[config.mk]
export PLATFORM = sky130hd
export DESIGN_NAME = lap_timer_flat
export DESIGN_NICKNAME = d
export VERILOG_FILES = /design/src/rtl/lap_timer_if.sv /design/src/rtl/lap_timer.sv /design/src/flat_wrapper.sv
export SDC_FILE = /design/constraint.sdc
export NUM_CORES = 1
export LEC_CHECK = 0
export BUFFER_PORTS_ARGS = -buffer_cell sky130_fd_sc_hd__buf_2
export CORE_MARGIN = 5
export CORE_UTILIZATION = 60
export CTS_CLUSTER_DIAMETER = 200
export CTS_CLUSTER_SIZE = 16
export DETAILED_ROUTE_END_ITERATION = 8
export PLACE_DENSITY = 0.88
export REMOVE_ABC_BUFFERS = 1
export SLEW_MARGIN = 20
export SYNTH_ARGS = -nofsm -noshare
export SYNTH_HDL_FRONTEND = slang
export SYNTH_SLANG_ARGS = --single-unit
[constraint.sdc]
create_clock -name clk -period 2.4 [get_ports clk]
set_input_delay 0.12 -clock clk [delete_from_list [all_inputs] [get_ports clk]]
set_output_delay 0.12 -clock clk [all_outputs]
set_load 0.05 [all_outputs]
[src/rtl/lap_timer_if.sv]
// Bus bundle for the lap timer: button/control inputs and BCD display outputs.
// The master side drives the buttons and preset; the slave side is the timer.
interface lap_timer_if;
    logic        btn_start;
    logic        btn_lap;
    logic        down;
    logic        load;
    logic [15:0] preset;
    logic [15:0] digits;
    logic        running;
    logic        lap_hold;
    logic        expired;

    modport master (
        output btn_start, btn_lap, down, load, preset,
        input  digits, running, lap_hold, expired
    );

    modport slave (
        input  btn_start, btn_lap, down, load, preset,
        output digits, running, lap_hold, expired
    );
endinterface

[src/rtl/lap_timer.sv]
// MM:SS stopwatch / countdown timer with debounced start and lap buttons,
// lap capture, BCD preset load and expiry pulse.
module lap_timer #(
    parameter int unsigned CLK_HZ    = 50000000,
    parameter int unsigned TICK_HZ   = 1,
    parameter int unsigned DB_CYCLES = 1000000,
    parameter int unsigned WRAP      = 1
) (
    input  logic        clk,
    input  logic        rst_n,
    lap_timer_if.slave  bus
);

    localparam int unsigned Div  = CLK_HZ / TICK_HZ;
    localparam int unsigned PreW = (Div > 1) ? $clog2(Div) : 1;
    localparam int unsigned DbW  = (DB_CYCLES > 1) ? $clog2(DB_CYCLES) : 1;

    // Bit 0 carries the start button, bit 1 the lap button.
    logic [1:0]          sync1_q, sync2_q;
    logic [1:0]          level_q, level_d;
    logic [1:0]          press_q, press_d;
    logic [1:0][DbW-1:0] db_cnt_q, db_cnt_d;

    logic [PreW-1:0] pre_q, pre_d;
    logic [15:0]     count_q, count_d;
    logic [15:0]     lap_q, lap_d;
    logic            hold_q, hold_d;
    logic            running_q, running_d;
    logic            expired_q, expired_d;

    logic            tick;
    logic            start_ev, lap_ev;
    logic [15:0]     inc_val, dec_val, clamp_val;

    function automatic logic [15:0] bcd_inc(input logic [15:0] v);
        logic [15:0] r;
        r = v;
        if (v[3:0] != 4'd9) begin
            r[3:0] = v[3:0] + 4'd1;
        end else begin
            r[3:0] = 4'd0;
            if (v[7:4] != 4'd5) begin
                r[7:4] = v[7:4] + 4'd1;
            end else begin
                r[7:4] = 4'd0;
                if (v[11:8] != 4'd9) begin
                    r[11:8] = v[11:8] + 4'd1;
                end else begin
                    r[11:8]  = 4'd0;
                    r[15:12] = (v[15:12] != 4'd5) ? v[15:12] + 4'd1 : 4'd0;
                end
            end
        end
        return r;
    endfunction

    function automatic logic [15:0] bcd_dec(input logic [15:0] v);
        logic [15:0] r;
        r = v;
        if (v[3:0] != 4'd0) begin
            r[3:0] = v[3:0] - 4'd1;
        end else begin
            r[3:0] = 4'd9;
            if (v[7:4] != 4'd0) begin
                r[7:4] = v[7:4] - 4'd1;
            end else begin
                r[7:4] = 4'd5;
                if (v[11:8] != 4'd0) begin
                    r[11:8] = v[11:8] - 4'd1;
                end else begin
                    r[11:8]  = 4'd9;
                    r[15:12] = (v[15:12] != 4'd0) ? v[15:12] - 4'd1 : 4'd5;
                end
            end
        end
        return r;
    endfunction

    function automatic logic [15:0] bcd_clamp(input logic [15:0] v);
        logic [15:0] r;
        r[15:12] = (v[15:12] > 4'd5) ? 4'd5 : v[15:12];
        r[11:8]  = (v[11:8]  > 4'd9) ? 4'd9 : v[11:8];
        r[7:4]   = (v[7:4]   > 4'd5) ? 4'd5 : v[7:4];
        r[3:0]   = (v[3:0]   > 4'd9) ? 4'd9 : v[3:0];
        return r;
    endfunction

    assign inc_val   = bcd_inc(count_q);
    assign dec_val   = bcd_dec(count_q);
    assign clamp_val = bcd_clamp(bus.preset);

    // Level flips only after DB_CYCLES consecutive samples disagreeing with it.
    always_comb begin
        level_d  = level_q;
        db_cnt_d = '0;
        for (int i = 0; i < 2; i++) begin
            if (sync2_q[i] != level_q[i]) begin
                if (db_cnt_q[i] == DbW'(DB_CYCLES - 1)) begin
                    level_d[i] = sync2_q[i];
                end else begin
                    db_cnt_d[i] = db_cnt_q[i] + 1'b1;
                end
            end
        end
        press_d = level_d & ~level_q;
    end

    assign start_ev = press_q[0];
    assign lap_ev   = press_q[1];
    assign tick     = running_q && (pre_q == PreW'(Div - 1));

    always_comb begin
        pre_d     = (!running_q || bus.load || tick) ? '0 : pre_q + 1'b1;
        count_d   = count_q;
        lap_d     = lap_q;
        hold_d    = hold_q;
        running_d = running_q ^ start_ev;
        expired_d = 1'b0;

        if (bus.load) begin
            count_d = clamp_val;
            hold_d  = 1'b0;
        end else begin
            // Lap is judged against the running value before any start toggle.
            if (lap_ev) begin
                if (running_q) begin
                    hold_d = ~hold_q;
                    if (!hold_q) begin
                        lap_d = count_q;
                    end
                end else if (hold_q) begin
                    hold_d = 1'b0;
                end else begin
                    count_d = '0;
                end
            end
            if (tick) begin
                if (bus.down) begin
                    if (count_q != 16'h0000) begin
                        count_d = dec_val;
                    end
                    if (count_q == 16'h0000 || dec_val == 16'h0000) begin
                        expired_d = 1'b1;
                        running_d = 1'b0;
                    end
                end else if (count_q == 16'h5959) begin
                    if (WRAP != 0) begin
                        count_d = '0;
                    end else begin
                        running_d = 1'b0;
                    end
                end else begin
                    count_d = inc_val;
                end
            end
        end
    end

    always_ff @(posedge clk or negedge rst_n) begin
        if (!rst_n) begin
            sync1_q   <= '0;
            sync2_q   <= '0;
            level_q   <= '0;
            press_q   <= '0;
            db_cnt_q  <= '0;
            pre_q     <= '0;
            count_q   <= '0;
            lap_q     <= '0;
            hold_q    <= 1'b0;
            running_q <= 1'b0;
            expired_q <= 1'b0;
        end else begin
            sync1_q   <= {bus.btn_lap, bus.btn_start};
            sync2_q   <= sync1_q;
            level_q   <= level_d;
            press_q   <= press_d;
            db_cnt_q  <= db_cnt_d;
            pre_q     <= pre_d;
            count_q   <= count_d;
            lap_q     <= lap_d;
            hold_q    <= hold_d;
            running_q <= running_d;
            expired_q <= expired_d;
        end
    end

    assign bus.digits   = hold_q ? lap_q : count_q;
    assign bus.running  = running_q;
    assign bus.lap_hold = hold_q;
    assign bus.expired  = expired_q;

endmodule
[src/flat_wrapper.sv]
// flat-port wrapper written by rule: the top's interface ports become plain ports
module lap_timer_flat 
#(
    parameter int unsigned CLK_HZ    = 50000000,
    parameter int unsigned TICK_HZ   = 1,
    parameter int unsigned DB_CYCLES = 1000000,
    parameter int unsigned WRAP      = 1
)
  (clk, rst_n, bus_btn_start, bus_btn_lap, bus_down, bus_load, bus_preset, bus_digits, bus_running, bus_lap_hold, bus_expired);
  lap_timer_if bus_i ();
  input  logic clk;
  input  logic rst_n;
  input wire logic [$bits(bus_i.btn_start)-1:0] bus_btn_start;
  input wire logic [$bits(bus_i.btn_lap)-1:0] bus_btn_lap;
  input wire logic [$bits(bus_i.down)-1:0] bus_down;
  input wire logic [$bits(bus_i.load)-1:0] bus_load;
  input wire logic [$bits(bus_i.preset)-1:0] bus_preset;
  output wire logic [$bits(bus_i.digits)-1:0] bus_digits;
  output wire logic [$bits(bus_i.running)-1:0] bus_running;
  output wire logic [$bits(bus_i.lap_hold)-1:0] bus_lap_hold;
  output wire logic [$bits(bus_i.expired)-1:0] bus_expired;
  assign bus_i.btn_start = bus_btn_start;
  assign bus_i.btn_lap = bus_btn_lap;
  assign bus_i.down = bus_down;
  assign bus_i.load = bus_load;
  assign bus_i.preset = bus_preset;
  assign bus_digits = bus_i.digits;
  assign bus_running = bus_i.running;
  assign bus_lap_hold = bus_i.lap_hold;
  assign bus_expired = bus_i.expired;
  lap_timer #(.CLK_HZ(CLK_HZ), .TICK_HZ(TICK_HZ), .DB_CYCLES(DB_CYCLES), .WRAP(WRAP)) u_core (.clk(clk), .rst_n(rst_n), .bus(bus_i));
endmodule
Yosys cells after proc, flatten, opt, wreduce, memory -nomap -nowiden
Cells that the tools add are included.

Register bits: 109. Bits of input ports: 22. Word-level logic and storage cells: 111. Output and inout port bits: 19.

Muxes and demuxes: 47. Bitwise gates (word level): 5. Magnitude comparators: 4. Equal/unequal tests: 13. Reduce and logical (&&, ||, !) cells: 16. Add/sub/neg operators: 11.

Operator list (count): 16-bit 2-to-1 mux (9); 20-bit 2-to-1 mux (4); 4-bit 2-to-1 mux (14); 20-bit by 1-bit adder with 20-bit output, second input constant (2); 20-bit == test, second input constant (2); 16-bit logical NOT (2); 26-bit by 1-bit adder with 26-bit output, second input constant (1); 26-bit == test, second input constant (1); 26-bit 2-to-1 mux (1); 12-bit 2-to-1 mux (2); 4-bit by 1-bit adder with 4-bit output, second input constant (4); 16-bit by 15-bit == test with 1-bit output, second input constant (1); 8-bit 2-to-1 mux (2); 16-bit nonzero test (1); 4-bit nonzero test (4); 4-bit by 1-bit subtractor with 4-bit output, second input constant (4); 1-bit 2-to-1 mux (15); 5-bit inequality test, second input constant (3); 4-bit by 3-bit greater-than comparator with 1-bit output, second input constant (2); 4-bit greater-than comparator, second input constant (2); 4-bit by 3-bit inequality test with 1-bit output, second input constant (2); 4-bit inequality test, second input constant (2); 3-bit AND reduction (2); 1-bit logical OR (3); other kinds (9) (11).

Logic depth before layout (Yosys ltp)
Gate-level depths: netlist of run 1.

Depth after elaboration: 11. Mapped depth: 10. Depth with buffers taken out: 8.

Least setup slack after synthesis of run 1
No wires, ideal clock.

Kind: register to register. Start point: register u_core.hold_q (netlist: u_core.bus.lap_hold). End point: register u_core.lap_q[15]. Required time: 2327 ps. Period minus slack after synthesis: 2411 ps. Slack: -11 ps. Arrival time: 2338 ps. Path buffers: 1. Library setup time: 73 ps. Cell stages (with the launch flop): 4. Path through: dfrtp_1 > buf_1 > o21ai_0 > mux2_2.

Word-level cells in the longest chain between the ends: 1.

RTL lines: start: declaration (line lap_timer.sv:27) `logic hold_q, hold_d;`; start signal: assignment (line lap_timer.sv:181) `hold_q <= hold_d;`; 16-bit 2-to-1 mux; via bus_digits[15] (line flat_wrapper.sv:18) `output wire logic [$bits(bus_i.digits)-1:0] bus_digits;`; end signal: assignment (line lap_timer.sv:180) `lap_q <= lap_d;`; end: declaration (line lap_timer.sv:26) `logic [15:0] lap_q, lap_d;`.

The timed path passes the listed nets, and every way through them passes these cells. A chain may end at the register's enable or synchronous reset.

Worst setup path in the final report of run 1
Start point: register u_core.count_q[9]. End point: register u_core.count_q[4].

Word-level cells in the longest chain between the ends: 5. Elaborated cells on any way between the ends: 8. Those cells by class: eq/ne: 2; mux: 5; reduce/logical: 1.

RTL lines: start: declaration (line lap_timer.sv:25) `logic [15:0] count_q, count_d;`; start signal: assignment (line lap_timer.sv:179) `count_q <= count_d;`; 16-bit by 15-bit == test with 1-bit output / 16-bit nonzero test (equally long branches) (line lap_timer.sv:146, lap_timer.sv:139); 16-bit 2-to-1 mux, on equally long branches (line lap_timer.sv:146, lap_timer.sv:139); 16-bit 2-to-1 mux (line lap_timer.sv:138) `if (bus.down) begin`; 16-bit 2-to-1 mux (line lap_timer.sv:137) `if (tick) begin`; 16-bit 2-to-1 mux (line lap_timer.sv:120) `if (bus.load) begin`.

Parallel ways exist; a longest one is shown, timed or not.

==> flow_summary.json, run 1 <==
{
  "setup_violations": 0,
  "tightest_slew_ps": 623,
  "gp_congestion": 0.999,
  "dpl.hpwl_um": 10700,
  "ys.flop_type": "dfrtp_1",
  "synthMuxAreaShare": 0.0456,
  "avgSynthCellArea_sq_um": 9.27,
  "powerDensity_nw_per_um2": 501,
  "syn_inst": 683,
  "cts-root-buf": "clkbuf_8",
  "clk_pin_slew_ps": 100,
  "drive_gt1_frac": 0.172,
  "start_kind": "flop",
  "yosys.area_share.simple": 0.251,
  "yosys_warnings": 0,
  "dieArea_sq_um": 12700,
  "post_cts_buffers": 0,
  "boundaryPins": 41,
  "cts.path.max_buffers": 2,
  "cts.sinks": 109,
  "grt_pass1_vias": 5424,
  "dpl_cell_area_sq_um": 6780,
  "clock_skew_ps": 10.3,
  "worstPathArrival_ps": 2620,
  "synthAdderAreaFrac": 0.0316,
  "grt_pass1_wl_um": 25500,
  "finalSetupTns_ps": 0,
  "place_ws_ps": 96.3,
  "reg2reg_slack_ps": 50,
  "period_minus_slack_ps": 2350,
  "final_hold_viol_count": 0,
  "wl_um": 14700,
  "yosys_register_bits": 109,
  "period_share": 0.980,
  "vias": 5371,
  "routed_via_density": 6.10,
  "htreeDepth": 3,
  "crit_fanout": 6,
  "firstDrtPassIters": 5,
  "grt_max_degree": 47,
  "peakVddDrop_uv": 416,
  "antenna_found_initial": 0,
  "cts_tree": "built",
  "nNetsFinal": 778,
  "grt-ovfl-total": 0,
  "hp-class": "in -> reg",
  "cp.required_ps": 2670,
  "area_growth_syn_to_layout_pct": 10.9,
  "yosys.area.top_type_share": 0.431,
  "synth_top_family_by_area": "simple AND/OR/NAND/NOR gates",
  "synth_compound_area_frac": 0.109,
  "drc": 0,
  "final_area_sq_um": 7020,
  "die_w_um": 113,
  "cts_buffers": 9,
  "syn_area_sq_um": 6330,
  "r2r_start": "u_core.count_q[9]$_DFFE_PN0P_",
  "end_kind": "flop",
  "setup_ws_ps": 46.8,
  "synth-xor-area-share": 0.0968,
  "power_w": 0.00352,
  "synth_area_leaders": "dfrtp_1 (43%), nor2_1 (5.6%), xnor2_1 (5.0%)",
  "start_util": 0.613,
  "max_freq_mhz": 425,
  "avgRoutedWirePerCell_um": 16.7,
  "power.leakage_nw": 3.11,
  "rows": 37,
  "grt.total_usage": 0.242,
  "status": "finished clean",
  "reg2reg_to": "u_core.count_q[4]$_DFFE_PN0P_",
  "whs_path_depth": 3,
  "initialDrtViolationCount": 437,
  "port-buffer-count": 40,
  "report.final.slew_viol_count": 0,
  "maxCapViolations": 0,
  "worst_r2r_path_depth": 8,
  "yosysSeqAreaShare": 0.431,
  "fill_cells": 797,
  "die_height_um": 113,
  "criticalPathCategory": "reg -> reg",
  "clk_latency_ps": 370,
  "rsz0062_at_grt": "true",
  "synth_edf_count": 0,
  "whs_endpoint": "u_core.count_q[10]$_DFFE_PN0P_",
  "min_from": "bus_preset[10]",
  "coreArea_sq_um": 10300,
  "whs_ps": 15.6,
  "synthDistinctLibCells": 66,
  "yosys.area.top_type": "dfrtp_1",
  "maxSlewHeadroom": 0.584,
  "async_reset_ff_frac": 1.00,
  "ant_nets": 0,
  "final_common_cell": "dfrtp_1",
  "mostFrequentLayoutCells": "dfrtp_1 (109), nor2_1 (94), nand2_1 (56)"
}
[report_power, final]
group          switching [W]  leakage [nW]  internal [W]
registers          0.0000439          1.47       0.00187
logic               0.000354          1.55      0.000193
clock network       0.000644        0.0905      0.000413
total                0.00104          3.11       0.00248
[synthesized netlist by cell type, types with 7 or more instances]
library cell and instances:
a21oi_1 27, a31oi_1 7, and3_1 23, buf_2 9, clkbuf_1 10, dfrtp_1 109, ha_1 16, inv_1 19
mux2_2 23, nand2_1 57, nand3_1 37, nand4_1 11, nor2_1 95, nor3_1 18, nor4_1 9, o21ai_0 36
xnor2_1 36, xor2_1 34
[cell type report]
cell class	count	area (sq um)	share of cell area
clock buffer	10	138	0.0196
multi-input combinational	528	3400	0.484
sequential	109	2730	0.388
antenna	1	2.50	0.000356
tap	136	170	0.0242
timing repair buffer	72	465	0.0663
clock inverter	5	45.0	0.00641
inverter	20	75.1	0.0107
[cell families (layout without fill, tap and decap cells)]
group,after synthesis,in the layout
other,0,1
XOR/XNOR,70,70
multiplexers,26,26
flip-flops,109,109
adder cells (fa/ha/maj),16,16
AO/OA/AOI/OAI,111,111
AND/OR/NAND/NOR,305,305
buffers and inverters,46,107
[metrics by stage]
step	std cells	util
after detailed placement	861	0.657
after global routing	880	0.680
after CTS	880	0.678
final	881	0.680
after global placement	861	0.657
after floorplan	657	-
[metal layers]
| layer | vias to the layer above | global-route usage | share of wire |
|---|---|---|---|
| li1 | 2506 | - | - |
| met1 | 2626 | 0.317 | 0.41 |
| met2 | 209 | 0.408 | 0.50 |
| met3 | 30 | 0.0497 | 0.073 |
| met5 | - | 0 | 0 |
| met4 | 0 | 0.0705 | 0.020 |
[worst max-delay path, stage by stage (launching register included)]
cell	delay, ps
dfrtp_1	390
inv_1	160
ha_1	290
nor3b_4	370
nand4_1	310
and2_1	300
a21oi_1	160
o21ai_0	100
a22o_1	190
[flip-flops by register name, indices dropped and copies added (netlist names)]
signal,cells
u_core.sync2_q,2
u_core.sync1_q,2
u_core.bus.expired,1
u_core.db_cnt_q,40
u_core.press_q,2
u_core.count_q,16
u_core.lap_q,16
u_core.pre_q,26
u_core.level_q,2
u_core.bus.running,1
u_core.bus.lap_hold,1
[worst max path at each step]
stage          slack, ps                             to                            start  depth (start not counted)
2_1_floorplan       -100    u_core.lap_q[4]$_DFFE_PN0P_  u_core.bus.lap_hold$_DFFE_PN0P_                          2
3_3_place_gp         230  u_core.count_q[5]$_DFFE_PN0P_    u_core.count_q[5]$_DFFE_PN0P_                          8
3_5_place_dp         100  u_core.count_q[6]$_DFFE_PN0P_    u_core.count_q[9]$_DFFE_PN0P_                          8
4_1_cts               90  u_core.count_q[6]$_DFFE_PN0P_    u_core.count_q[5]$_DFFE_PN0P_                          8
5_1_grt              -40  u_core.count_q[4]$_DFFE_PN0P_    u_core.count_q[9]$_DFFE_PN0P_                          8
6_report              50  u_core.count_q[4]$_DFFE_PN0P_    u_core.count_q[9]$_DFFE_PN0P_                          8
[what timing repair did]
action,4_1_cts,5_1_grt
hold buffers,4,0
gates resized for setup,0,5
endpoints found under the hold margin,46,0
endpoints found under the setup margin,0,12
Note: power is estimated with default switching activity, not from simulation.
==> inputs of run 2 (changes only) <==
Settings changed: ABC_AREA set to 1, CORE_ASPECT_RATIO set to 0.9, RECOVER_POWER set to 100.
==> flow_summary.json, run 2 <==
{
  "clk_pin_slew_ps": 80,
  "whs_path_depth": 3,
  "antenna_found_initial": 0,
  "cts.path.max_buffers": 2,
  "start_util": 0.609,
  "report.final.slew_viol_count": 0,
  "cts.sinks": 109,
  "synth_most_common_cell": "nand2_1",
  "power_frac_comb": 0.120,
  "syn_area_sq_um": 6520,
  "synth_compound_area_frac": 0.114,
  "power.leakage_nw": 3.43,
  "dieArea_sq_um": 13100,
  "coreArea_sq_um": 10700,
  "peakVddDrop_uv": 467,
  "yosys.area.top_type": "dfrtp_1",
  "die_height_um": 109,
  "worstPathArrival_ps": 2490,
  "die_w_um": 120,
  "cts_buffers": 9,
  "synth_edf_count": 0,
  "drive_gt1_frac": 0.137,
  "setup_violations": 0,
  "drc": 0,
  "mostFrequentLayoutCells": "nand2_1 (184), dfrtp_1 (109), nor2_1 (88)",
  "rows": 36,
  "yosys_warnings": 0,
  "min_from": "bus_preset[2]",
  "powerDensity_nw_per_um2": 536,
  "r2r_start": "u_core.count_q[1]$_DFF_PN0_",
  "period_share": 0.936,
  "vias": 5885,
  "place_ws_ps": -20.1,
  "worst_r2r_path_depth": 14,
  "status": "finished clean",
  "dp_cells": 1012,
  "regMostFlops": "u_core.db_cnt_q",
  "criticalPathCategory": "reg -> reg",
  "yosys.area_share.simple": 0.298,
  "final_common_cell": "nand2_1",
  "largest_reg_flops": 40,
  "top_regs": "u_core.db_cnt_q x40, u_core.pre_q x26",
  "p_switching_w": 0.00112,
  "reg2reg_to": "u_core.count_q[13]$_DFFE_PN0P_",
  "diodes": 0,
  "grt.total_usage": 0.242,
  "dpl.hpwl_um": 11000,
  "area_growth_syn_to_layout_pct": 10.5,
  "gp_congestion": 0.924,
  "tightest_slew_ps": 879,
  "crit_fanout": 7,
  "synthMuxAreaShare": 0.0276,
  "reg2reg_slack_ps": 150,
  "clkPwrFrac": 0.384,
  "whs_endpoint": "u_core.count_q[2]$_DFF_PN0_",
  "clk_latency_ps": 360,
  "avgSynthCellArea_sq_um": 7.76,
  "clock_skew_ps": 9.52,
  "ys.flop_type": "dfrtp_1",
  "cts-root-buf": "clkbuf_16",
  "port-buffer-count": 40,
  "grt_pass1_vias": 5634,
  "hp-class": "in -> reg",
  "finalSetupTns_ps": 0,
  "sw_frac_of_total": 0.289,
  "final_hold_viol_count": 0,
  "syn_inst": 841,
  "boundaryPins": 41,
  "yosys_register_bits": 109,
  "synthDistinctLibCells": 48,
  "fill_cells": 899,
  "yosys.area.top_type_share": 0.418,
  "maxCapViolations": 0,
  "setup_ws_ps": 154,
  "nNetsFinal": 934,
  "maxSlewHeadroom": 0.414,
  "wl_um": 15000,
  "synth-xor-area-share": 0.0376,
  "grt_max_degree": 66,
  "end_kind": "flop",
  "cp.required_ps": 2640,
  "synth_area_leaders": "dfrtp_1 (42%), nand2_1 (11%), nor2_1 (5.0%)",
  "synth_top_family_by_area": "simple AND/OR/NAND/NOR gates",
  "seqPwrFrac": 0.496,
  "start_kind": "flop",
  "avgRoutedWirePerCell_um": 14.5,
  "initialDrtViolationCount": 465,
  "firstDrtPassIters": 5,
  "instances_no_fill": 1034,
  "async_reset_ff_frac": 1.00,
  "routed_via_density": 5.69,
  "synthTopCellsByCount": "nand2_1 (183), dfrtp_1 (109), nor2_1 (87)",
  "ant_nets": 0,
  "internal_power_w": 0.00274,
  "period_minus_slack_ps": 2250,
  "max_freq_mhz": 445,
  "cts_tree": "built",
  "synthAdderAreaFrac": 0.0307,
  "grt_pass1_wl_um": 25900,
  "yosysSeqAreaShare": 0.418,
  "grt-ovfl-total": 0,
  "htreeDepth": 3
}
[run 2: cell count changes after synthesis, moves of 10 or more]
cell     change
xor2_1      -16
xnor2_1     -26
inv_2       +16
inv_1       +66
and3_1      -22
a21oi_1     +13
o21ai_1     +24
nand2_1    +126
nand3_1     +19
nand2_2     +10
nor2_2      +10
[run 2: cell families (layout without fill, tap and decap cells)]
| kind of cell | Yosys count | count (layout) |
|---|---|---|
| simple gates | 418 | 418 |
| compound gates | 135 | 135 |
| buf+inv | 119 | 179 |
| flops | 109 | 109 |
| xor+xnor | 28 | 28 |
| fa+ha+maj | 16 | 16 |
| mux | 16 | 16 |
[run 2: routing by layer]
layer  global-route usage  part of all wire  vias up
met2                0.395              0.47      240
met5                    0                 0        -
met3               0.0586             0.077       36
li1                     -                 -     2881
met4               0.0679             0.016        0
met1                0.325              0.44     2728
[run 2: metrics by stage]
step	power (W)	area, sq um	hold WS (ps)	utilization
detailed placement	0.00241	6920	-36.6	0.645
finish	0.00386	7210	20.8	0.672
global route	0.00401	7210	34.9	0.672
CTS	0.00388	7250	19.7	0.676
floorplan	0.00224	6430	-176	-
global placement	0.00240	6920	-37.5	0.645
[run 2: layout make-up]
type / count / area [sq um] / area share
Multi-Input combinational cell: 613 / 3310 / 0.459
Sequential cell: 109 / 2730 / 0.378
Inverter: 103 / 388 / 0.0538
Timing Repair Buffer: 60 / 319 / 0.0443
Clock buffer: 9 / 225 / 0.0313
Tap cell: 133 / 166 / 0.0231
Clock inverter: 7 / 72.6 / 0.0101
[run 2: worst max-delay path, stage by stage, from the launching register on]
cell and delay (ps):
dfrtp_1 410, inv_1 150, ha_1 250, inv_2 80, nor3_4 190, buf_4 180, nand3_4 130, nor2_8 160
nor2_4 70, inv_2 110, o21ai_0 100, nand2_1 70, nand2_1 60, nand3_1 90, nand3_1 70
[run 2: how the worst max path moves through the flow]
stage | cells past startpoint | start | endpoint
after floorplan | 2 | u_core.bus.lap_hold$_DFFE_PN0P_ | u_core.lap_q[6]$_DFFE_PN0P_
after global placement | 10 | u_core.pre_q[0]$_DFF_PN0_ | u_core.pre_q[16]$_DFF_PN0_
after detailed placement | 10 | u_core.pre_q[0]$_DFF_PN0_ | u_core.pre_q[15]$_DFF_PN0_
after CTS | 13 | u_core.count_q[0]$_DFF_PN0_ | u_core.count_q[13]$_DFFE_PN0P_
after global routing | 12 | u_core.count_q[1]$_DFF_PN0_ | u_core.bus.expired$_DFF_PN0_
final | 14 | u_core.count_q[1]$_DFF_PN0_ | u_core.count_q[13]$_DFFE_PN0P_
[run 2: what timing repair did]
| item | 4_1_cts | 5_1_grt |
|---|---|---|
| hold endpoints to repair | 111 | 0 |
| gates resized for setup | 1 | 2 |
| hold buffers | 3 | 0 |
| setup endpoints to repair | 2 | 9 |
| buffers inserted | 0 | 3 |
| pin swaps | 0 | 1 |
[run 2: power by group through the flow]
stage | Clock [W] | Combinational, W | Sequential, W
after global routing | 0.00157 | 0.000520 | 0.00192
final | 0.00148 | 0.000465 | 0.00191
after detailed placement | 0 | 0.000460 | 0.00195
after global placement | 0 | 0.000452 | 0.00195
after floorplan | 0 | 0.000302 | 0.00194
after CTS | 0.00150 | 0.000468 | 0.00191
